**config.mk**
```make
export PLATFORM = sky130hd
export DESIGN_NAME = calc_opstack_flat
export DESIGN_NICKNAME = d
export VERILOG_FILES = /design/src/rtl/calc_opstack_if.sv /design/src/rtl/calc_opstack.sv /design/src/flat_wrapper.sv
export SDC_FILE = /design/constraint.sdc
export NUM_CORES = 1
export LEC_CHECK = 0
export ABC_AREA = 1
export ABC_CLOCK_PERIOD_IN_PS = 2500
export CAP_MARGIN = 20
export CELL_PAD_IN_SITES_DETAIL_PLACEMENT = 0
export CELL_PAD_IN_SITES_GLOBAL_PLACEMENT = 1
export CORE_MARGIN = 2
export CORE_UTILIZATION = 38
export CTS_BUF_LIST = sky130_fd_sc_hd__clkbuf_16
export CTS_CLUSTER_SIZE = 28
export DETAILED_ROUTE_END_ITERATION = 12
export PLACE_DENSITY = 0.95
export SETUP_SLACK_MARGIN = 0.1
export SYNTH_ARGS = -nofsm -noshare
export SYNTH_HDL_FRONTEND = slang
export SYNTH_SLANG_ARGS = --single-unit
```
**constraint.sdc**
```tcl
create_clock -name clk -period 2.5 [get_ports clk]
set_input_delay 0.25 -clock clk [delete_from_list [all_inputs] [get_ports clk]]
set_output_delay 0.25 -clock clk [all_outputs]
set_load 0.005 [all_outputs]
```
**src/rtl/calc_opstack_if.sv**
```systemverilog
// Operand-stack bus: push sources and stack commands in, ALU operands and status out.
interface calc_opstack_if #(
   parameter int W     = 8,
   parameter int DEPTH = 4,
   parameter int NSRC  = 2
);
   localparam int CW = $clog2(DEPTH + 1);

   logic [NSRC*W-1:0] din;
   logic [NSRC-1:0]   ld;
   logic              pop;
   logic              swap;
   logic              dup;
   logic              clr_err;
   logic [W-1:0]      top;
   logic [W-1:0]      next;
   logic [CW-1:0]     count;
   logic              empty;
   logic              full;
   logic              err;

   modport master (
      output din, ld, pop, swap, dup, clr_err,
      input  top, next, count, empty, full, err
   );

   modport slave (
      input  din, ld, pop, swap, dup, clr_err,
      output top, next, count, empty, full, err
   );
endinterface

```
**src/rtl/calc_opstack.sv**
```systemverilog
// Operand stack feeding the ALU: prioritised multi-source push plus pop/swap/dup,
// occupancy count and a sticky illegal-operation flag. One operation per cycle.
module calc_opstack #(
   parameter int W     = 8,
   parameter int DEPTH = 4,
   parameter int NSRC  = 2
) (
   input  logic          clk,
   input  logic          rst,
   calc_opstack_if.slave bus
);
   localparam int            CW       = $clog2(DEPTH + 1);
   localparam logic [CW-1:0] CNT_FULL = CW'(DEPTH);
   localparam logic [CW-1:0] CNT_ONE  = CW'(1);
   localparam logic [CW-1:0] CNT_TWO  = CW'(2);

   typedef enum logic [2:0] {
      OP_NONE,
      OP_PUSH,
      OP_DUP,
      OP_SWAP,
      OP_POP
   } op_e;

   logic [W-1:0]  stk_p0 [DEPTH];
   logic [CW-1:0] cnt_p0;
   logic          err_p0;

   logic [W-1:0]  stk_nxt [DEPTH];
   logic [CW-1:0] cnt_nxt;
   logic          err_nxt;
   op_e           op;
   logic          illegal;
   logic [W-1:0]  push_val;

   // Highest set ld bit wins, so later iterations overwrite earlier ones.
   function automatic logic [W-1:0] sel_src(input logic [NSRC*W-1:0] d,
                                            input logic [NSRC-1:0]   l);
      logic [W-1:0] v;
      v = '0;
      for (int k = 0; k < NSRC; k++) begin
         if (l[k]) v = d[k*W +: W];
      end
      return v;
   endfunction

   function automatic op_e decode_op(input logic [NSRC-1:0] l, input logic d,
                                     input logic s, input logic p);
      if (|l)    return OP_PUSH;
      else if (d) return OP_DUP;
      else if (s) return OP_SWAP;
      else if (p) return OP_POP;
      else        return OP_NONE;
   endfunction

   function automatic logic is_illegal(input op_e o, input logic [CW-1:0] c);
      case (o)
         OP_PUSH: return (c == CNT_FULL);
         OP_DUP:  return (c == CNT_FULL) || (c == '0);
         OP_SWAP: return (c < CNT_TWO);
         OP_POP:  return (c == '0);
         default: return 1'b0;
      endcase
   endfunction

   assign op       = decode_op(bus.ld, bus.dup, bus.swap, bus.pop);
   assign illegal  = is_illegal(op, cnt_p0);
   assign push_val = (op == OP_DUP) ? stk_p0[0] : sel_src(bus.din, bus.ld);

   // Entries beyond count are kept at zero, so shifts never need masking:
   // a legal push drops the already-zero last entry, a pop shifts zero in.
   always_comb begin
      for (int i = 0; i < DEPTH; i++) stk_nxt[i] = stk_p0[i];
      cnt_nxt = cnt_p0;
      if (!illegal) begin
         case (op)
            OP_PUSH, OP_DUP: begin
               for (int i = DEPTH - 1; i > 0; i--) stk_nxt[i] = stk_p0[i-1];
               stk_nxt[0] = push_val;
               cnt_nxt    = cnt_p0 + CNT_ONE;
            end
            OP_SWAP: begin
               stk_nxt[0] = stk_p0[1];
               stk_nxt[1] = stk_p0[0];
            end
            OP_POP: begin
               for (int i = 0; i < DEPTH - 1; i++) stk_nxt[i] = stk_p0[i+1];
               stk_nxt[DEPTH-1] = '0;
               cnt_nxt          = cnt_p0 - CNT_ONE;
            end
            default: ;
         endcase
      end
   end

   // Setting the flag takes precedence over clearing it in the same cycle.
   always_comb begin
      err_nxt = err_p0;
      if (bus.clr_err) err_nxt = 1'b0;
      if (illegal)     err_nxt = 1'b1;
   end

   // Stage 0: architectural stack state.
   always_ff @(posedge clk) begin
      if (rst) begin
         for (int i = 0; i < DEPTH; i++) stk_p0[i] <= '0;
         cnt_p0 <= '0;
         err_p0 <= 1'b0;
      end else begin
         for (int i = 0; i < DEPTH; i++) stk_p0[i] <= stk_nxt[i];
         cnt_p0 <= cnt_nxt;
         err_p0 <= err_nxt;
      end
   end

   assign bus.top   = stk_p0[0];
   assign bus.next  = stk_p0[1];
   assign bus.count = cnt_p0;
   assign bus.empty = (cnt_p0 == '0);
   assign bus.full  = (cnt_p0 == CNT_FULL);
   assign bus.err   = err_p0;
endmodule

```
**src/flat_wrapper.sv**
```systemverilog
// flat-port wrapper written by rule: the top's interface ports become plain ports
module calc_opstack_flat 
#(
   parameter int W     = 8,
   parameter int DEPTH = 4,
   parameter int NSRC  = 2
)
  (clk, rst, bus_din, bus_ld, bus_pop, bus_swap, bus_dup, bus_clr_err, bus_top, bus_next, bus_count, bus_empty, bus_full, bus_err);
  calc_opstack_if #(.W(W), .DEPTH(DEPTH), .NSRC(NSRC)) bus_i ();
  input  logic clk;
  input  logic rst;
  input wire logic [$bits(bus_i.din)-1:0] bus_din;
  input wire logic [$bits(bus_i.ld)-1:0] bus_ld;
  input wire logic [$bits(bus_i.pop)-1:0] bus_pop;
  input wire logic [$bits(bus_i.swap)-1:0] bus_swap;
  input wire logic [$bits(bus_i.dup)-1:0] bus_dup;
  input wire logic [$bits(bus_i.clr_err)-1:0] bus_clr_err;
  output wire logic [$bits(bus_i.top)-1:0] bus_top;
  output wire logic [$bits(bus_i.next)-1:0] bus_next;
  output wire logic [$bits(bus_i.count)-1:0] bus_count;
  output wire logic [$bits(bus_i.empty)-1:0] bus_empty;
  output wire logic [$bits(bus_i.full)-1:0] bus_full;
  output wire logic [$bits(bus_i.err)-1:0] bus_err;
  assign bus_i.din = bus_din;
  assign bus_i.ld = bus_ld;
  assign bus_i.pop = bus_pop;
  assign bus_i.swap = bus_swap;
  assign bus_i.dup = bus_dup;
  assign bus_i.clr_err = bus_clr_err;
  assign bus_top = bus_i.top;
  assign bus_next = bus_i.next;
  assign bus_count = bus_i.count;
  assign bus_empty = bus_i.empty;
  assign bus_full = bus_i.full;
  assign bus_err = bus_i.err;
  calc_opstack #(.W(W), .DEPTH(DEPTH), .NSRC(NSRC)) u_core (.clk(clk), .rst(rst), .bus(bus_i));
endmodule
```
## Word-level counts from Yosys, hierarchy flattened

Memories as Yosys holds them, arrays and structs flattened.
Cells that the tools add are included.
W data, S select, Z words.

- Add/sub/neg operators: 2
- $lt $le $gt $ge: 1
- Equality and inequality tests: 5
- Muxes and demuxes: 21
- Bitwise operators: 5
- Reduce and logical (&&, ||, !) cells: 7

Operators by type and width:

| operator | number |
|---|---|
| $mux W8 | 7 |
| $pmux W16 S3 | 1 |
| $mux W32 | 1 |
| $pmux W16 S2 | 1 |
| $mux W3 | 4 |
| $eq A3 B2 Y1 const B | 2 |
| $eq A3 B3 Y1 const B | 2 |
| $pmux W3 S2 | 1 |
| $mux W1 | 5 |
| $or A1 B1 Y1 | 4 |
| $pmux W1 S4 | 1 |
| $reduce_bool A2 Y1 | 2 |
| $reduce_or A2 Y1 | 2 |
| $add A3 B1 Y3 const B | 1 |
| $eq A3 B1 Y1 const B | 1 |
| $logic_not A3 Y1 | 1 |
| $lt A3 B2 Y1 const B | 1 |
| $sub A3 B1 Y3 const B | 1 |
| $reduce_and A2 Y1 | 1 |
| $logic_or A1 B1 Y1 | 1 |
| $not A1 Y1 | 1 |

- Register bits after elaboration: 4
- RAM bits: 32
- Input port bits: 24
- Output and inout port bits: 22
- Word-level logic and storage cells: 44
- Memories kept: 1

Memories:

| name | depth | bits a word | rd ports | clocked after Yosys merged registers in | write ports | line | RTL |
|---|---|---|---|---|---|---|---|
| u_core.stk_p0 | 4 | 8 | 4 | 0 | 4 | calc_opstack.sv:25 | `logic [W-1:0] stk_p0 [DEPTH];` |

## Longest topological paths before layout

- Depth in word-level cells: 9
- Gate-level depth with buffers: 11
- Mapped depth without buffers: 11

## Least setup slack after synthesis

OpenSTA, ideal clock, no wires.

- Path kind: input to register
- From: input bus_dup
- To: register u_core.cnt_p0[2] (netlist: u_core.bus.count[2])
- Setup time: 0.111 ns
- Arrival: 1.292 ns
- Required time: 2.389 ns
- Path slack: 1.097 ns
- Stages: 10
- Path buffers: 0
- Cell sequence: nor2_2 -> nand3_2 -> inv_1 -> fa_1 -> xnor2_1 -> nand2_1 -> nand2_1 -> nand3_1 -> nand2_1 -> nor2_1

- Word-level cells in the longest chain between the ends: 6
- Elaborated cells between the ends (all ways): 12
- Classes of those cells: eq/ne: 4; mux: 4; bitwise: 1; reduce/logical: 3

RTL lines:

| item | line | RTL |
|---|---|---|
| from (decl) | flat_wrapper.sv:16 | `input wire logic [$bits(bus_i.dup)-1:0] bus_dup;` |
| $mux W3 (*) | calc_opstack.sv:50 | `else if (d) return OP_DUP;` |
| $mux W3 (*) | calc_opstack.sv:49 | `if (\|l) return OP_PUSH;` |
| $eq A3 B3 Y1 (tied with other cells) | calc_opstack.sv:57, calc_opstack.sv:76 |  |
| $pmux W1 S4 or $reduce_or A2 Y1 (tied branches) | calc_opstack.sv:57, calc_opstack.sv:76 |  |
| $not A1 Y1 (no source line) or $reduce_bool A2 Y1 (tied branches) | - |  |
| $reduce_and A2 Y1 (no source line) | - |  |
| to (signal assigned) | calc_opstack.sv:111 | `cnt_p0 <= cnt_nxt;` |
| to (decl) | calc_opstack.sv:26 | `logic [CW-1:0] cnt_p0;` |

Mark *: on every way between the ends. The rest lies on a longest branch, timed or not.
A chain may end at the register's enable or synchronous reset.

## Final worst setup path

Ends and elaborated chain as after synthesis.

==> summary.md <==
| Metric | Value |
|---|---|
| First-pass GRT wire length | around 7700 um |
| Routed wl met3 | 169 um |
| Setup TNS | 0 ps |
| Most common cell on crit path | nand2_1 |
| Share of cells above drive strength 1 | under 10% |
| Leak Pwr | 1.28 nW |
| Final Slew Violations | 0 |
| Sequential area share after synthesis | approximately 33% |
| Layout area overhead | 22.1% |
| Largest buffer count on any clock path | 2 |
| Combinational share of power | between 30 and 40% |
| Post-layout util | between 40% and 50% |
| Worst VDD drop | about 0.00034 V |
| Drt drc | 0 |
| CP peak stage delay | 560 ps |
| Met1 Wirelength | 2360 um |
| Hold slack final | ~520 ps |
| Fin. Hold Viols | 0 |
| Sw Ratio | 34.6% |
| Synth Register Bits | 36 |
| CP Capture Type | flip-flop |
| RSZ-0062 raised after global routing | no |
| Antenna violations before repair | 0 |
| Clk root buf | clkbuf_16 |
| Slowest CP cell | clkdlybuf4s50_1 |
| DRT antenna net count | 0 |
| DR iter-0 viols | 50 |
| WL/cell | 10.3 um |
| Delay-heaviest family, CP | buffers and inverters |
| Power, Total | 2.23 mW |
| H-tree depth | 2 |
| Pwr Density | 834 nW/um^2 |
| Distinct cell type count after synthesis | 22 |
| Drt total wl | 4650 um |
| Max-cap violation count | 0 |
| Hpwl dp | ~3200 um |
| Die W | 79.9 um |
| Die height | roughly 80 um |
| Avg Cell Area, Syn | 6.22 um^2 |
| Headroom to the max-slew limit | 43.0% |
| Final worst-path cycle share | 76.2% |
| Post-Place Cells | 443 |
| IO Count | 46 |
| Antenna diodes | 0 |
| Rows | 27 |
| Clock power frac | 26.1% |
| Routability cong. | around 0.8 |
| Layout Cells excl Fill | 451 |
| Syn. warnings | 0 |
| Status | finished clean |
| Synth Net Count | 377 |
| Clock-pin slew on the worst setup and hold paths | 50 ps |
| Core area | 5540 um^2 |
| Post-CTS setup repair buffer count | 0 |
| Top layer in use | met4 |
| Slew @ Worst Pin | roughly 850 ps |
| Routed wl met2 | between 2000 and 2500 um |
| Data arrival time of the worst path | 2110 ps |
| Synthesized area | 2190 um^2 |
| Final min period | 1900 ps |
| Clock Skews | 5.42 ps |
| Clk_lat worst skew | 280 ps |
| Vias post-DR | 1958 |
| Crit path kind | in -> reg |
| Final number of setup-violating endpoints | 0 |
| Internal power | roughly 1.5 mW |
| FILL cells | 583 |
| Synth Instances | 352 |
| Hold crit path type | reg -> reg |
| CTS Buf Count | 5 |
| CP required | 2710 ps |
| Largest net degree at the start of global routing | 37 |
| Initial core utilization | between 30 and 40% |
| GRT Total Usage | 15.3% |
| Psw | 0.770 mW |
| PostCTS Resize Cnt | 0 |
| CP Max Fanout | 12 |
| Worst Path Buf+Inv | 3 |
| CP Cell Sequence | clkdlybuf4s50_1, nor2_2, nand3_2, inv_1, fa_1, xnor2_1, inv_1, nand2_1, nand2_1, nand3_1, nand2_1, nor2_1 |
| Max Fclk | between 500 and 600 MHz |
| Die area | 6380 um^2 |
| DRT Pass-1 Iters | 4 |
| Vias in the first global route | 1744 |
| Post-DR vias/cell | 4.34 |
| CP Launch Type | primary input |
| PortBufs | 45 |
| Nets | roughly 400 |
| Total gr overflow | 0 |
| Clock tree sinks | 36 |
| Sequential share of power | 36.4% |
| Hold-fix buffers, CTS | 0 |
| CTS tree | built |
==> tightest hold or removal path: stages, from the launching register on <==
cell and delay (ps):
dfxtp_1 290, inv_1 60, nand2_1 50, nand2_1 50
nor2_1 30
==> power by group through the flow <==
stage / Clock, mW / Sequential, mW / Combinational [mW]
after global placement: 0 / 0.819 / 0.824
after detailed placement: 0 / 0.822 / 0.836
after floorplan: 0 / 0.791 / 0.657
after global routing: 0.613 / 0.825 / 0.967
final: 0.582 / 0.810 / 0.835
after CTS: 0.593 / 0.810 / 0.844
==> state kept, by name, summed over array words and instances, names as in the netlist <==
name / count
u_core.bus.err: 1
u_core.bus.count: 3
u_core.stk_p0: 32
==> layout by cell type, fill, tap and decap left out <==
cell type and instances:
nand2_1 102, nor2_1 75, inv_1 56, clkdlybuf4s50_1 45
dfxtp_1 36, o21ai_0 26, a22oi_1 8, nand3_1 5
clkbuf_16 5, nand3_2 3, buf_4 3, nor2_2 2
inv_2 2, nand2_2 2, nand3_4 2, clkinv_1 2
nor2_4 1, nor2_8 1, nand3b_1 1, xnor2_1 1
fa_1 1
==> final cells by class <==
type	instances	area, um^2	area share, %
sequential	36	721	27.0
clock inverter	3	11.3	0.422
tap	72	90.1	3.37
timing repair buffer	48	473	17.7
inverter	57	214	8.01
clock buffer	5	125	4.68
multi-input combinational	230	1040	38.8
==> metrics by stage <==
step	cell area (um^2)	worst slack (ps)
final	2670	596
after global routing	2670	375
after CTS	2670	580
after detailed placement	2530	292
after global placement	2530	366
after floorplan	2190	1100
==> cells in the mapped netlist <==
| cell type | number | share of area, % |
|---|---|---|
| nor2_2 | 2 | 0.57 |
| nand3_4 | 2 | 1.6 |
| dfxtp_1 | 36 | 33 |
| clkbuf_1 | 6 | 1.0 |
| clkbuf_8 | 1 | 0.63 |
| nor2_8 | 1 | 0.91 |
| buf_4 | 18 | 6.2 |
| inv_2 | 2 | 0.34 |
| inv_1 | 54 | 9.3 |
| nand2_1 | 102 | 17 |
| nand2_2 | 2 | 0.57 |
| nand3_2 | 3 | 1.4 |
| xnor2_1 | 1 | 0.40 |
| a22oi_1 | 8 | 2.7 |
| nand3b_1 | 1 | 0.34 |
| clkinv_1 | 1 | 0.17 |
| nor2_1 | 75 | 13 |
| o21ai_0 | 26 | 5.9 |
| buf_6 | 4 | 2.1 |
| fa_1 | 1 | 0.91 |
| nor2_4 | 1 | 0.51 |
| nand3_1 | 5 | 1.1 |
==> layer usage <==
layer	GRT usage, %	vias up
li1	-	1090
met3	2.71	7
met1	19.8	834
met4	6.61	0
met2	24.8	27
met5	0	-
==> cell families (layout without fill, tap and decap cells) <==
| kind of cell | Yosys count | after routing | synth area share (%) |
|---|---|---|---|
| AOI/OAI and AO/OA | 34 | 34 | 8.69 |
| xor gates and xnor gates | 1 | 1 | 0.400 |
| adders and majority gates | 1 | 1 | 0.915 |
| buffers and inverters | 86 | 113 | 19.7 |
| DFF | 36 | 36 | 32.9 |
| and+or+nand+nor | 194 | 194 | 37.4 |
==> final timing paths <==
| kind | to | from | slack (ps) | depth (start not counted) |
|---|---|---|---|---|
| setup / recovery | u_core.bus.count[2]$_SDFFE_PP0P_ | bus_dup | 600 | 12 |
| hold / removal | u_core.stk_p0[0][25]$_SDFFE_PP0P_ | u_core.stk_p0[0][25]$_SDFFE_PP0P_ | 520 | 4 |
| setup reg to reg | u_core.bus.count[0]$_SDFFE_PP0P_ | u_core.bus.count[1]$_SDFFE_PP0P_ | 870 | 8 |
| hold reg to reg | u_core.stk_p0[0][25]$_SDFFE_PP0P_ | u_core.stk_p0[0][25]$_SDFFE_PP0P_ | 520 | 4 |
No activity file was read; power rests on OpenSTA's default activity.
